--- src/rtl/eep_pkg.sv ---
// eep_pkg: shared constants and types for the EEPROM sequencer.
//   EEP_DW      - EEPROM word width
//   EEP_AW      - EEPROM address width
//   CP_HOLD_MIN - shortest legal charge-pump hold after a write bus cycle, in clocks
//   eep_state_t - sequencer states
package eep_pkg;

    localparam int unsigned EEP_DW      = 14;
    localparam int unsigned EEP_AW      = 2;
    localparam int unsigned CP_HOLD_MIN = 1400003;

    typedef enum logic [2:0] {
        IDLE,
        RD,
        PRE,
        WR,
        HOLD
    } eep_state_t;

endpackage

--- src/rtl/eep_cp_timer.sv ---
// eep_cp_timer: loadable down-counter shared by the PRE and HOLD windows.
// Ports:
//   i_clk      - system clock
//   i_por_n    - asynchronous active-low reset (count returns to 0)
//   i_load     - load i_load_val (takes priority over counting)
//   i_load_val - value to load
//   i_en       - count down by one while non-zero
//   o_done     - count is zero
module eep_cp_timer #(
    parameter int unsigned CW = 21
) (
    input  logic          i_clk,
    input  logic          i_por_n,
    input  logic          i_load,
    input  logic [CW-1:0] i_load_val,
    input  logic          i_en,
    output logic          o_done
);

    logic [CW-1:0] r_cnt;

    // Saturates at zero so an enabled idle counter can never wrap.
    always_ff @(posedge i_clk or negedge i_por_n) begin
        if (!i_por_n) begin
            r_cnt <= '0;
        end else if (i_load) begin
            r_cnt <= i_load_val;
        end else if (i_en && (r_cnt != '0)) begin
            r_cnt <= r_cnt - 1'b1;
        end
    end

    assign o_done = (r_cnt == '0);

endmodule

--- src/rtl/eep_ctrl.sv ---
// eep_ctrl: one-command-at-a-time sequencer for the 4 x 14-bit EEPROM macro.
// Ports:
//   i_clk, i_por_n             - clock, asynchronous active-low power-on reset
//   i_cmd_vld/o_cmd_rdy        - command handshake, accepted on posedge with both high
//   i_cmd_wr, i_cmd_addr,
//   i_cmd_wdata                - command type (1 = write), word address, write data
//   o_rsp_vld, o_rsp_wr,
//   o_rsp_rdata                - one-cycle completion pulse, its type, read data
//   o_eep_addr, o_eep_cs_n,
//   o_eep_r_w_n, o_wrt_data    - EEPROM bus (cs_n active low, r_w_n 1 = read)
//   i_eep_rd_data              - EEPROM read data, sampled at the end of the read cycle
//   o_chrg_pmp_en              - charge-pump enable around every write
// All outputs are registered from the next state, so no input reaches an output
// combinationally.
module eep_ctrl
    import eep_pkg::*;
#(
    parameter int unsigned PRE_CYCLES    = 16,
    parameter int unsigned CP_CYCLES     = 1500000,
    // Floor on CP_CYCLES; the default is the programming-window safety minimum.
    parameter int unsigned CP_MIN_CYCLES = CP_HOLD_MIN
) (
    input  logic              i_clk,
    input  logic              i_por_n,
    input  logic              i_cmd_vld,
    input  logic              i_cmd_wr,
    input  logic [EEP_AW-1:0] i_cmd_addr,
    input  logic [EEP_DW-1:0] i_cmd_wdata,
    output logic              o_cmd_rdy,
    output logic              o_rsp_vld,
    output logic              o_rsp_wr,
    output logic [EEP_DW-1:0] o_rsp_rdata,
    output logic [EEP_AW-1:0] o_eep_addr,
    output logic              o_eep_cs_n,
    output logic              o_eep_r_w_n,
    output logic [EEP_DW-1:0] o_wrt_data,
    input  logic [EEP_DW-1:0] i_eep_rd_data,
    output logic              o_chrg_pmp_en
);

    if (CP_CYCLES < CP_MIN_CYCLES) begin : g_cp_too_short
        $error("eep_ctrl: CP_CYCLES=%0d is below the minimum %0d", CP_CYCLES, CP_MIN_CYCLES);
    end

    localparam int unsigned CNT_MAX = (CP_CYCLES > PRE_CYCLES) ? CP_CYCLES : PRE_CYCLES;
    localparam int unsigned CW      = $clog2(CNT_MAX + 1);

    // The timer reaches zero on the last cycle of a window, hence the minus one.
    localparam logic [CW-1:0] PRE_LOAD  = (PRE_CYCLES == 0) ? '0 : CW'(PRE_CYCLES - 1);
    localparam logic [CW-1:0] HOLD_LOAD = CW'(CP_CYCLES - 1);

    eep_state_t        r_state;
    eep_state_t        w_state_d;
    logic              w_accept;
    logic              w_finish;
    logic              w_ld;
    logic [CW-1:0]     w_ld_val;
    logic              w_tmr_en;
    logic              w_tmr_done;

    logic              r_cmd_rdy;
    logic              r_rsp_vld;
    logic              r_rsp_wr;
    logic              r_wr_stg;
    logic [EEP_DW-1:0] r_rsp_rdata;
    logic [EEP_AW-1:0] r_eep_addr;
    logic [EEP_DW-1:0] r_wrt_data;
    logic              r_eep_cs_n;
    logic              r_eep_r_w_n;
    logic              r_chrg_pmp_en;

    assign w_tmr_en = (r_state == PRE) || (r_state == HOLD);

    eep_cp_timer #(
        .CW (CW)
    ) u_timer (
        .i_clk      (i_clk),
        .i_por_n    (i_por_n),
        .i_load     (w_ld),
        .i_load_val (w_ld_val),
        .i_en       (w_tmr_en),
        .o_done     (w_tmr_done)
    );

    always_comb begin
        w_state_d = r_state;
        w_accept  = 1'b0;
        w_finish  = 1'b0;
        w_ld      = 1'b0;
        w_ld_val  = '0;
        unique case (r_state)
            IDLE: begin
                if (i_cmd_vld) begin
                    w_accept = 1'b1;
                    if (!i_cmd_wr) begin
                        w_state_d = RD;
                    end else if (PRE_CYCLES == 0) begin
                        w_state_d = WR;
                    end else begin
                        w_state_d = PRE;
                        w_ld      = 1'b1;
                        w_ld_val  = PRE_LOAD;
                    end
                end
            end
            RD: begin
                w_state_d = IDLE;
                w_finish  = 1'b1;
            end
            PRE: begin
                if (w_tmr_done) begin
                    w_state_d = WR;
                end
            end
            WR: begin
                w_state_d = HOLD;
                w_ld      = 1'b1;
                w_ld_val  = HOLD_LOAD;
            end
            HOLD: begin
                if (w_tmr_done) begin
                    w_state_d = IDLE;
                    w_finish  = 1'b1;
                end
            end
            default: w_state_d = IDLE;
        endcase
    end

    always_ff @(posedge i_clk or negedge i_por_n) begin
        if (!i_por_n) begin
            r_state       <= IDLE;
            r_cmd_rdy     <= 1'b1;
            r_rsp_vld     <= 1'b0;
            r_rsp_wr      <= 1'b0;
            r_wr_stg      <= 1'b0;
            r_rsp_rdata   <= '0;
            r_eep_addr    <= '0;
            r_wrt_data    <= '0;
            r_eep_cs_n    <= 1'b1;
            r_eep_r_w_n   <= 1'b1;
            r_chrg_pmp_en <= 1'b0;
        end else begin
            r_state       <= w_state_d;
            r_cmd_rdy     <= (w_state_d == IDLE);
            r_rsp_vld     <= w_finish;
            r_eep_cs_n    <= !((w_state_d == RD) || (w_state_d == WR));
            r_eep_r_w_n   <= (w_state_d != WR);
            // Covers PRE, WR and HOLD contiguously, so the pump never glitches.
            r_chrg_pmp_en <= (w_state_d inside {PRE, WR, HOLD});
            if (w_accept) begin
                r_eep_addr <= i_cmd_addr;
                r_wrt_data <= i_cmd_wdata;
                r_wr_stg   <= i_cmd_wr;
            end
            if (w_finish) begin
                r_rsp_wr <= r_wr_stg;
                if (!r_wr_stg) begin
                    r_rsp_rdata <= i_eep_rd_data;
                end
            end
        end
    end

    assign o_cmd_rdy     = r_cmd_rdy;
    assign o_rsp_vld     = r_rsp_vld;
    assign o_rsp_wr      = r_rsp_wr;
    assign o_rsp_rdata   = r_rsp_rdata;
    assign o_eep_addr    = r_eep_addr;
    assign o_eep_cs_n    = r_eep_cs_n;
    assign o_eep_r_w_n   = r_eep_r_w_n;
    assign o_wrt_data    = r_wrt_data;
    assign o_chrg_pmp_en = r_chrg_pmp_en;

endmodule
--- config.mk ---
export PLATFORM = sky130hd
export DESIGN_NAME = eep_ctrl
export DESIGN_NICKNAME = d
export VERILOG_FILES = /design/src/rtl/eep_pkg.sv /design/src/rtl/eep_cp_timer.sv /design/src/rtl/eep_ctrl.sv
export SDC_FILE = /design/constraint.sdc
export NUM_CORES = 1
export LEC_CHECK = 0
export ABC_AREA = 1
export ABC_CLOCK_PERIOD_IN_PS = 2800
export BUFFER_PORTS_ARGS = -buffer_cell sky130_fd_sc_hd__buf_2
export CAP_MARGIN = 10
export CORE_MARGIN = 2
export CORE_UTILIZATION = 60
export CTS_BUF_LIST = sky130_fd_sc_hd__clkbuf_8
export DETAILED_ROUTE_END_ITERATION = 16
export PLACE_DENSITY = 0.9
export REMOVE_ABC_BUFFERS = 1
export SETUP_SLACK_MARGIN = 0.05
export SLEW_MARGIN = 40
export SYNTH_ARGS = -nofsm -noshare
export SYNTH_HDL_FRONTEND = slang
export SYNTH_SLANG_ARGS = --single-unit
--- constraint.sdc ---
create_clock -name i_clk -period 2.8 [get_ports i_clk]
set_clock_uncertainty 0.2 [all_clocks]
set_input_delay 0.56 -clock i_clk [delete_from_list [all_inputs] [get_ports i_clk]]
set_output_delay 0.56 -clock i_clk [all_outputs]
set_load 0.01 [all_outputs]
==> results.ini <==
[yosys]
seq_area_frac_synth_pct = 50.0
ys_ff_latch = 61
ys_async_sr_fraction_pct = 100
ys_top_cells_by_area = dfrtp_1 47%, nand2_1 20%, nand3_1 6.1%
yosysMostFrequentCell = nand2_1
synth_flop_cell = dfrtp_1
synth_cells = 392
post-synth-top-area-cell = dfrtp_1
synth_edf_count = 0
synth_top_area_share_pct = 47.4
yosysWarnings = 0
synthTopCellsByCount = 159 x nand2_1, 58 x dfrtp_1, 38 x nor2_1
synth.cell_area_sq_um = 3060
avgSynthCellArea_sq_um = 7.81
yosysUniqueCellTypes = 28

[timing]
hold_viol = 0
tightest_slew_ns = 0.806
slew_headroom_pct = 46.1
rsz0062_at_grt = false
setup_tns_ns = 0
fmax_ghz = 0.444
finalSetupViolations = 0
fin_crit_ns = 2.25
setup_ws_ns = 0.547
drv_slew = 0
fin_crit_sh_pct = 80.5
hold_ws_ns = 0.0742

[critical_path]
cp_max_fo = 11
end_kind = flop
timing.rr.end = u_timer.r_cnt[11]
cp_slowest_stage_delay_ns = 0.65
r2r_cells = 8
critical_path_class = reg -> reg
worstSetupStartpointType = flop
path_cells = nor2_1, nand2_1, nor2_1, nand2_1, xor2_1, nor2_1, nand2_1, nand2_1
r2r-start = u_timer.r_cnt[2]
crit_required_ns = 2.83
slowest_stage = nor2_1
critPathArrivalTime_ns = 2.28
cp_common_cell = nand2_1
regToRegSetupSlack_ns = 0.55

[clock_tree]
cts_setup_buffers = 0
clock_path_buffers = 2
clk_pin_slew_ns = 0.07
clock-root-buffer = clkbuf_8
cts.repair.resized = 0
htreeDepth = 3
cts.sinks = 61
cts_tree = yes
hold_buffers = 0
clock_latency_ns = 0.34
cts_made_buffers = 9

[min_path]
hold_path_class = in -> async

[final_layout]
synthToLayoutAreaGrowth_pct = 20.7
diodes = 0
fill_cells = 341
layout.nets = 501
drive_gt1_share_pct = 23.2

[floorplan]
die_h_um = 75.4
start_util_pct = 63.5
dieArea_sq_um = 5690
core_sq_um = 4820
num_io_pins = 70
die_w_um = 75.4
num_rows = 25

[route]
viasPerCell = 5.35
vias = 2865
wl_per_cell_um = 13.8
dr.pass1.iters = 4
finalWirelength_mm = 7.39
drt_iter0_drc = 204
postRouteAntennaNets = 0
drcViolationCount = 0

[grt]
antenna_found_initial = 0
grt_pass1_vias = 2668
grt_max_degree = 33
grt_overflow_total = 0
grt_first_pass_wirelength_mm = 11.7
grt_util_all_layers_pct = 27.4

[placed_design]
dpl_worst_slack_ns = 0.669
place_congestion = 0.876
io_buffers = 69
place_hpwl_mm = 4.97

[power]
powerDensity_nw_per_um2 = 526
power_leakage_nw = 1.94
total_power_mw = 1.94
peakVddDrop_mv = 0.358

[status]
status = complete, no violations

[flow_run]
drv_cap = 0

[metrics by stage]
step | instance area, sq um | util, % | cells
after floorplan | 2980 | - | 382
after global placement | 3450 | 71.6 | 521
after detailed placement | 3450 | 71.6 | 521
after CTS | 3690 | 76.7 | 536
after global routing | 3690 | 76.7 | 536
final | 3690 | 76.7 | 536
[flip-flops by register name, summed over array words and instances (netlist names), 2 cells and up]
signal and flops:
o_rsp_rdata 14, r_state 3, o_wrt_data 14, u_timer.r_cnt 21
o_eep_addr 2
[worst max-delay path by stage]
stage                     startpoint           endpoint  cells past startpoint
finish              u_timer.r_cnt[2]  u_timer.r_cnt[11]                      8
global route        u_timer.r_cnt[0]     o_rsp_rdata[7]                      9
CTS                 u_timer.r_cnt[0]     o_rsp_rdata[1]                      9
detailed placement  u_timer.r_cnt[0]     o_rsp_rdata[7]                      9
global placement    u_timer.r_cnt[0]    o_rsp_rdata[11]                      9
floorplan                 r_state[0]  u_timer.r_cnt[13]                     10
[area by class of cell]
type                            count  area (sq um)  area share (%)
Sequential cell                    61          1530            41.4
Multi-Input combinational cell    290          1340            36.2
Timing Repair Buffer               72           380            10.3
Clock buffer                       11           151            4.10
Inverter                           31           116            3.15
Clock inverter                      4          95.1            2.57
Tap cell                           67          83.8            2.27
[metal layers]
metal  vias up  wire length [um]  part of all wire, %  global-route usage, %
li1       1375                 -                    -                      -
met1      1333              3060                   41                   33.5
met2       138              3610                   49                   45.0
met3        19               576                  7.8                   8.20
met4         0               140                  1.9                   12.5
met5         -                 0                    0                      0
[critical path: cells and delay by family, from the launching register on]
| family | cells | cell delay, ns |
|---|---|---|
| flops | 1 | 0.41 |
| simple gates | 7 | 1.32 |
| xor+xnor | 1 | 0.22 |
[power by group]
| part | internal, mW | switching (mW) |
|---|---|---|
| Sequential | 0.894 | 0.00562 |
| Clock | 0.633 | 0.330 |
| Combinational | 0.0317 | 0.0480 |
| Total | 1.56 | 0.383 |
[logic make-up (layout without fill, tap and decap cells)]
group / Yosys count / after routing / synth area share [%]
xor+xnor: 6 / 6 / 1.72
compound gates: 21 / 21 / 4.01
simple gates: 261 / 261 / 37.2
buf+inv: 41 / 118 / 6.30
flops: 61 / 61 / 50.0
fa+ha+maj: 2 / 2 / 0.818
[layout by cell type (no fill, tap or decap), types with 4 or more instances in the layout]
master | Yosys | routed
nor2_2 | 7 | 7
buf_2 | 1 | 69
nor2_1 | 38 | 38
o21ai_0 | 15 | 15
nand2_4 | 4 | 4
inv_1 | 30 | 30
nand4_1 | 7 | 7
xor2_1 | 5 | 5
dfrtp_1 | 58 | 58
nand3_1 | 37 | 37
clkbuf_8 | 0 | 11
nand2_1 | 159 | 159
No activity file was read; power rests on OpenSTA's default activity.
